**src/rtl/brew_pkg.sv**
```systemverilog
// Shared state encodings and port-width helpers for the brew controller.
package brew_pkg;

  localparam logic [2:0] ST_OFF   = 3'd0;
  localparam logic [2:0] ST_IDLE  = 3'd1;
  localparam logic [2:0] ST_BREW  = 3'd2;
  localparam logic [2:0] ST_DONE  = 3'd3;
  localparam logic [2:0] ST_EMPTY = 3'd4;
  localparam logic [2:0] ST_FILL  = 3'd5;

  // One extra select bit so out-of-range drinks reach the block and get rejected,
  // even when N_DRINKS is a power of two.
  function automatic int sel_w(input int n_drinks);
    return $clog2(n_drinks) + 1;
  endfunction

  function automatic int cup_w(input int tank_cups);
    return $clog2(tank_cups + 1);
  endfunction

endpackage

```
**src/rtl/brew_tick_gen.sv**
```systemverilog
// Free-running divider producing a one-cycle tick every TICK_DIV clocks.
module brew_tick_gen #(
  parameter int TICK_DIV = 100_000_000
) (
  input  logic clk_100MHz,
  input  logic reset,
  input  logic clear,
  output logic tick
);

  localparam int TW = (TICK_DIV > 1) ? $clog2(TICK_DIV) : 1;
  localparam logic [TW-1:0] LAST = TW'(TICK_DIV - 1);

  logic [TW-1:0] cnt;

  always_ff @(posedge clk_100MHz or posedge reset) begin
    if (reset)            cnt <= '0;
    else if (clear)       cnt <= '0;
    else if (cnt == LAST) cnt <= '0;
    else                  cnt <= cnt + 1'b1;
  end

  // Not gated by clear: the FSM uses the final tick of a phase to leave it.
  assign tick = (cnt == LAST);

endmodule

```
**src/rtl/brew_controller.sv**
```systemverilog
// Beverage machine sequencer: OFF/IDLE/BREW/DONE/EMPTY/FILL with tank cup accounting.
module brew_controller
  import brew_pkg::*;
#(
  parameter int N_DRINKS  = 4,
  parameter int TANK_CUPS = 7,
  parameter int BREW_SECS = 5,
  parameter int FILL_SECS = 3,
  parameter int TICK_DIV  = 100_000_000,
  localparam int SW = sel_w(N_DRINKS),
  localparam int CW = cup_w(TANK_CUPS)
) (
  input  logic                clk_100MHz,
  input  logic                reset,
  input  logic                enable,
  input  logic                brew_req,
  input  logic [SW-1:0]       drink_sel,
  input  logic                fill_req,
  output logic [2:0]          state,
  output logic [CW-1:0]       cup_count,
  output logic [N_DRINKS-1:0] valve,
  output logic [7:0]          progress,
  output logic                blink,
  output logic                done,
  output logic                reject
);

  localparam logic [CW-1:0]       FULL     = CW'(TANK_CUPS);
  localparam logic [SW-1:0]       NSEL     = SW'(N_DRINKS);
  localparam logic [31:0]         BREW_END = 32'(BREW_SECS - 1);
  localparam logic [31:0]         FILL_END = 32'(FILL_SECS - 1);
  localparam logic [N_DRINKS-1:0] ONE      = N_DRINKS'(1);

  logic [2:0]  next_state;
  logic        tick, clear, busy, any_req, sel_ok, start_brew;
  logic        done_n, reject_n;
  logic [31:0] elapsed;

  assign any_req = brew_req | fill_req;
  assign sel_ok  = (drink_sel < NSEL);
  assign busy    = (state == ST_BREW) || (state == ST_FILL);
  assign clear   = (next_state != state) &&
                   (next_state == ST_BREW || next_state == ST_FILL || next_state == ST_DONE);

  brew_tick_gen #(.TICK_DIV(TICK_DIV)) u_tick (
    .clk_100MHz (clk_100MHz),
    .reset      (reset),
    .clear      (clear),
    .tick       (tick)
  );

  always_comb begin
    next_state = state;
    reject_n   = 1'b0;
    done_n     = 1'b0;
    start_brew = 1'b0;
    case (state)
      ST_OFF:
        if (enable) next_state = (cup_count != '0) ? ST_IDLE : ST_EMPTY;
      ST_IDLE:
        if (!enable) next_state = ST_OFF;
        else if (brew_req) begin
          // brew wins over a simultaneous fill; the fill is dropped
          if (sel_ok && cup_count != '0) begin
            next_state = ST_BREW;
            start_brew = 1'b1;
          end else reject_n = 1'b1;
        end else if (fill_req) begin
          if (cup_count < FULL) next_state = ST_FILL;
          else                  reject_n   = 1'b1;
        end
      ST_EMPTY:
        if (!enable)       next_state = ST_OFF;
        else if (fill_req) next_state = ST_FILL;
        else if (brew_req) reject_n   = 1'b1;
      ST_BREW: begin
        // enable is ignored here so a started brew always completes
        reject_n = any_req;
        if (tick && elapsed == BREW_END) begin
          next_state = ST_DONE;
          done_n     = 1'b1;
        end
      end
      ST_DONE:
        if (!enable) next_state = ST_OFF;
        else begin
          reject_n = any_req;
          if (tick) next_state = (cup_count != '0) ? ST_IDLE : ST_EMPTY;
        end
      ST_FILL: begin
        reject_n = any_req;
        if (tick && elapsed == FILL_END) next_state = enable ? ST_IDLE : ST_OFF;
      end
      default: next_state = ST_OFF;
    endcase
  end

  always_ff @(posedge clk_100MHz or posedge reset) begin
    if (reset) begin
      state     <= ST_OFF;
      cup_count <= FULL;
      valve     <= '0;
      progress  <= '0;
      blink     <= 1'b0;
      done      <= 1'b0;
      reject    <= 1'b0;
      elapsed   <= '0;
    end else begin
      state  <= next_state;
      done   <= done_n;
      reject <= reject_n;

      if (start_brew)                                cup_count <= cup_count - 1'b1;
      else if (state == ST_FILL && next_state != ST_FILL) cup_count <= FULL;

      if (start_brew)                valve <= ONE << drink_sel;
      else if (next_state != ST_BREW) valve <= '0;

      // phase-local tick bookkeeping restarts on every state change
      if (next_state != state || !busy) begin
        elapsed  <= '0;
        progress <= '0;
        blink    <= 1'b0;
      end else if (tick) begin
        elapsed <= elapsed + 1'b1;
        if (progress != 8'hFF) progress <= progress + 1'b1;
        blink <= ~blink;
      end
    end
  end

endmodule
```
**config.mk**
```make
export PLATFORM = sky130hd
export DESIGN_NAME = brew_controller
export DESIGN_NICKNAME = d
export VERILOG_FILES = /design/src/rtl/brew_pkg.sv /design/src/rtl/brew_tick_gen.sv /design/src/rtl/brew_controller.sv
export SDC_FILE = /design/constraint.sdc
export NUM_CORES = 1
export LEC_CHECK = 0
export ABC_AREA = 0
export CAP_MARGIN = 20
export CORE_MARGIN = 4
export CORE_UTILIZATION = 52
export DETAILED_ROUTE_END_ITERATION = 16
export PLACE_DENSITY = 0.74
export SLEW_MARGIN = 20
export SYNTH_ARGS = -nofsm -noshare
export SYNTH_HDL_FRONTEND = slang
export SYNTH_SLANG_ARGS = --single-unit
```
**constraint.sdc**
```tcl
create_clock -name clk_100MHz -period 7.95 [get_ports clk_100MHz]
set_input_delay 1.1925 -clock clk_100MHz [delete_from_list [all_inputs] [get_ports clk_100MHz]]
set_output_delay 1.1925 -clock clk_100MHz [all_outputs]
set_load 0.02 [all_outputs]
```
==> results.md <==
* Synth cell types at 55
* Final hold vios at 0
* Post-synth top cells: 78 x nor2_1, 77 x dfrtp_1, 37 x nand2_1
* Placed instance count at 574
* WL per Instance at 14.9 µm
* Setup ws final at 4.03 ns
* Chip Height at 100 µm
* GRT busiest layer: met2
* Start point of the worst min-delay path: u_tick.cnt[0]
* Aggregate global routing overflow at 0
* Synthesized cell area at approximately 4400 µm²
* Final Slew Violations at 0
* Initial Util at 53.5%
* P_leak at ~2 nW
* Ys flop type: dfrtp_1
* Peak VDD IR at 100 µV
* Final ANT Viol Nets at 0
* ANT cells at 0
* DIE WIDTH at 100 µm
* Core area at 8220 µm²
* Cts hold-fix bufs at 0
* Clk Tree Root Cell: clkbuf_8
* Worst R2R End: u_tick.cnt[12]
* GP Congestion at 0.817
* Fin Hold WS at approximately 0.48 ns
* Clock period minus worst slack at 3.92 ns
* Worst skew pair latency at 0.35 ns
* Max Root-Sink Buffers at 2
* Die area at 10000 µm²
* First-pass GRT wire length at between 15000 and 20000 µm
* Yosys reg bits at 80
* All-Layer GR Usage at 18.6%
* Cts bufs inserted at 9
* CTS tree: built
* First-pass DRT Iterations at 4
* Postcts setup bufs at 0
* Max-Cap Viols at 0
* Multi-input combinational cell area at 2230 µm²
* Share of post-route cells with drive strength above 1 at 8.87%
* DR vias at roughly 3300
* Reg clk slew, reported paths at 0.08 ns
* Worst Path Max Fanout at 27
* PwrDens at 226 nW/µm²
* Worst-case clock skew at 0.0128 ns
* DP Worst Slack at 3.91 ns
* Switching power at 367 µW
* Most frequent cell after synthesis: nor2_1
* Synth-to-layout area growth at 12.9%
* Hpwl dp at 5950 µm
* CP Data Arrival Time at 4.10 ns
* EDFF count, synth at 0
* Worst hold path cell count at 1
* Post-Route Setup TNS at 0 ns
* Critical Path Sink Type: flip-flop
* Initial DRC Count at 182
* Final setup violation count at 0
* RSZ-0062 raised after global routing: no
* CP Launch Type: flip-flop
* Internal power at 757 µW
* Sequential fraction of the synthesis area at 45.6%
* Sw Ratio at 32.7%
* Max transition margin at 25.0%
* Worst Tran Pin Value at 1.13 ns
* Initial antenna violation count at 0
* Placement row count at 33
* IO buf count at 28
* Min-Delay Endpoint: u_tick.cnt[0]
* Via density at between 5 and 6
* Drt drc at 0
* Mapped Nets at 473
* Largest net degree at the start of global routing at a little over 80
* Top-area cell type share of the netlist area at 43.8%
* Status: completed
* Area taken by flip-flops and latches at 2010 µm²
* H-Tree Depth at 3
* Clock network power share at 32.3%
* Critical Path RT at around 8 ns
* Period utilization at 49.3%
* Part of the power in combinational logic at 24.9%
* FMAX at about 260 MHz
* Met3 usage at 2.99%
* # IOs at 29
* FF-to-FF Start: u_tick.cnt[0]
* R2R depth at 8
* Type of the most critical hold path: reg -> reg
* YS warnings at 0
* Routed wire length at slightly below 9000 µm
* Syn Area/Cell at 9.61 µm²
* Dominant cell type by area after synthesis: dfrtp_1
* # clock sinks at 80
* GR Util met2 at 30.0%
* R2R Setup Slk at 4.03 ns
* Nets@finish at 495
* Leading post-synthesis cells by cell area: dfrtp_1 44%, xor2_1 6.8%, nor2_1 6.7%
* Post-CTS Resized at 0
* # fillers at 704
* Async SR Flop Fraction at 100%
* Vias in the first global route at about 3200
* Non-Filler Instances at 590
* Sequential Power Share at 42.8%
* Post-Syn Instances at around 460
* Grt met1 use at 25.9%
* WS Path Type: reg -> reg
layout make-up:
class                      instances  share of cell area [%]
multi-input combinational        346                    44.9
sequential                        80                    40.4
timing repair buffer              31                    6.17
tap                              105                    2.65
clock buffer                       9                    2.49
clock inverter                     7                    2.42
inverter                          12                   0.932
cells in the final DEF, fill, tap and decap left out, types with 9 or more instances in the layout:
cell,Yosys,final
clkbuf_8,0,9
nand2_1,37,37
xor2_1,34,34
nor3_1,10,10
inv_1,12,11
nand3_1,25,25
and4_1,9,9
nor2_1,78,78
and3_1,10,10
xnor2_1,30,30
nand4_1,20,20
dfrtp_1,77,77
clkdlybuf4s50_1,0,28
logic make-up (layout without fill, tap and decap cells):
group	Yosys count	count (layout)	synth area share, %
compound gates	33	33	5.55
flops	80	80	45.6
mux	1	1	0.228
simple gates	240	240	30.0
buf+inv	32	59	3.67
xor+xnor	64	64	12.7
fa+ha+maj	8	8	2.22
power by group through the flow:
stage | clock network [mW] | logic (mW) | registers (mW)
final | 0.363 | 0.280 | 0.482
after global routing | 0.388 | 0.305 | 0.487
after CTS | 0.367 | 0.281 | 0.481
after detailed placement | 0 | 0.278 | 0.489
after global placement | 0 | 0.272 | 0.488
after floorplan | 0 | 0.220 | 0.489
metal layers:
layer / up-vias / share of wire (%) / wire [µm]
li1: 1624 / - / -
met1: 1599 / 48 / 4200
met2: 60 / 47 / 4110
met3: 8 / 4.1 / 356
met4: 0 / 1.1 / 97
met5: - / 0 / 0
state kept, by name, indices dropped and copies added, names as in the netlist:
signal,flops
done,1
valve,4
reject,1
u_tick.cnt,27
progress,8
elapsed,32
cup_count,3
blink,1
state,3
critical path: stages (launching register included):
cell,delay [ns]
dfrtp_1,0.38
ha_1,0.20
and3_1,0.32
nand4_1,0.61
or4_4,0.75
a211oi_2,0.26
a2bb2oi_2,0.18
o22a_1,0.92
nor2_1,0.13
how the worst max path moves through the flow:
| stage | slack [ns] | start | to |
|---|---|---|---|
| after floorplan | 4.71 | reset | blink |
| after global placement | 4.03 | brew_req | u_tick.cnt[26] |
| after detailed placement | 3.91 | enable | u_tick.cnt[6] |
| after CTS | 4.03 | u_tick.cnt[0] | u_tick.cnt[6] |
| after global routing | 3.82 | u_tick.cnt[0] | u_tick.cnt[2] |
| final | 4.03 | u_tick.cnt[0] | u_tick.cnt[12] |
through the flow:
| step | total power, mW | util (%) | area [µm²] |
|---|---|---|---|
| 3_3_place_gp | 0.760 | 57.4 | 4720 |
| 3_5_place_dp | 0.768 | 57.4 | 4720 |
| 5_1_grt | 1.18 | 60.4 | 4970 |
| 6_report | 1.12 | 60.4 | 4970 |
| 4_1_cts | 1.13 | 60.4 | 4960 |
| 2_1_floorplan | 0.709 | - | 4400 |
Power figures use the tool's default switching activity.
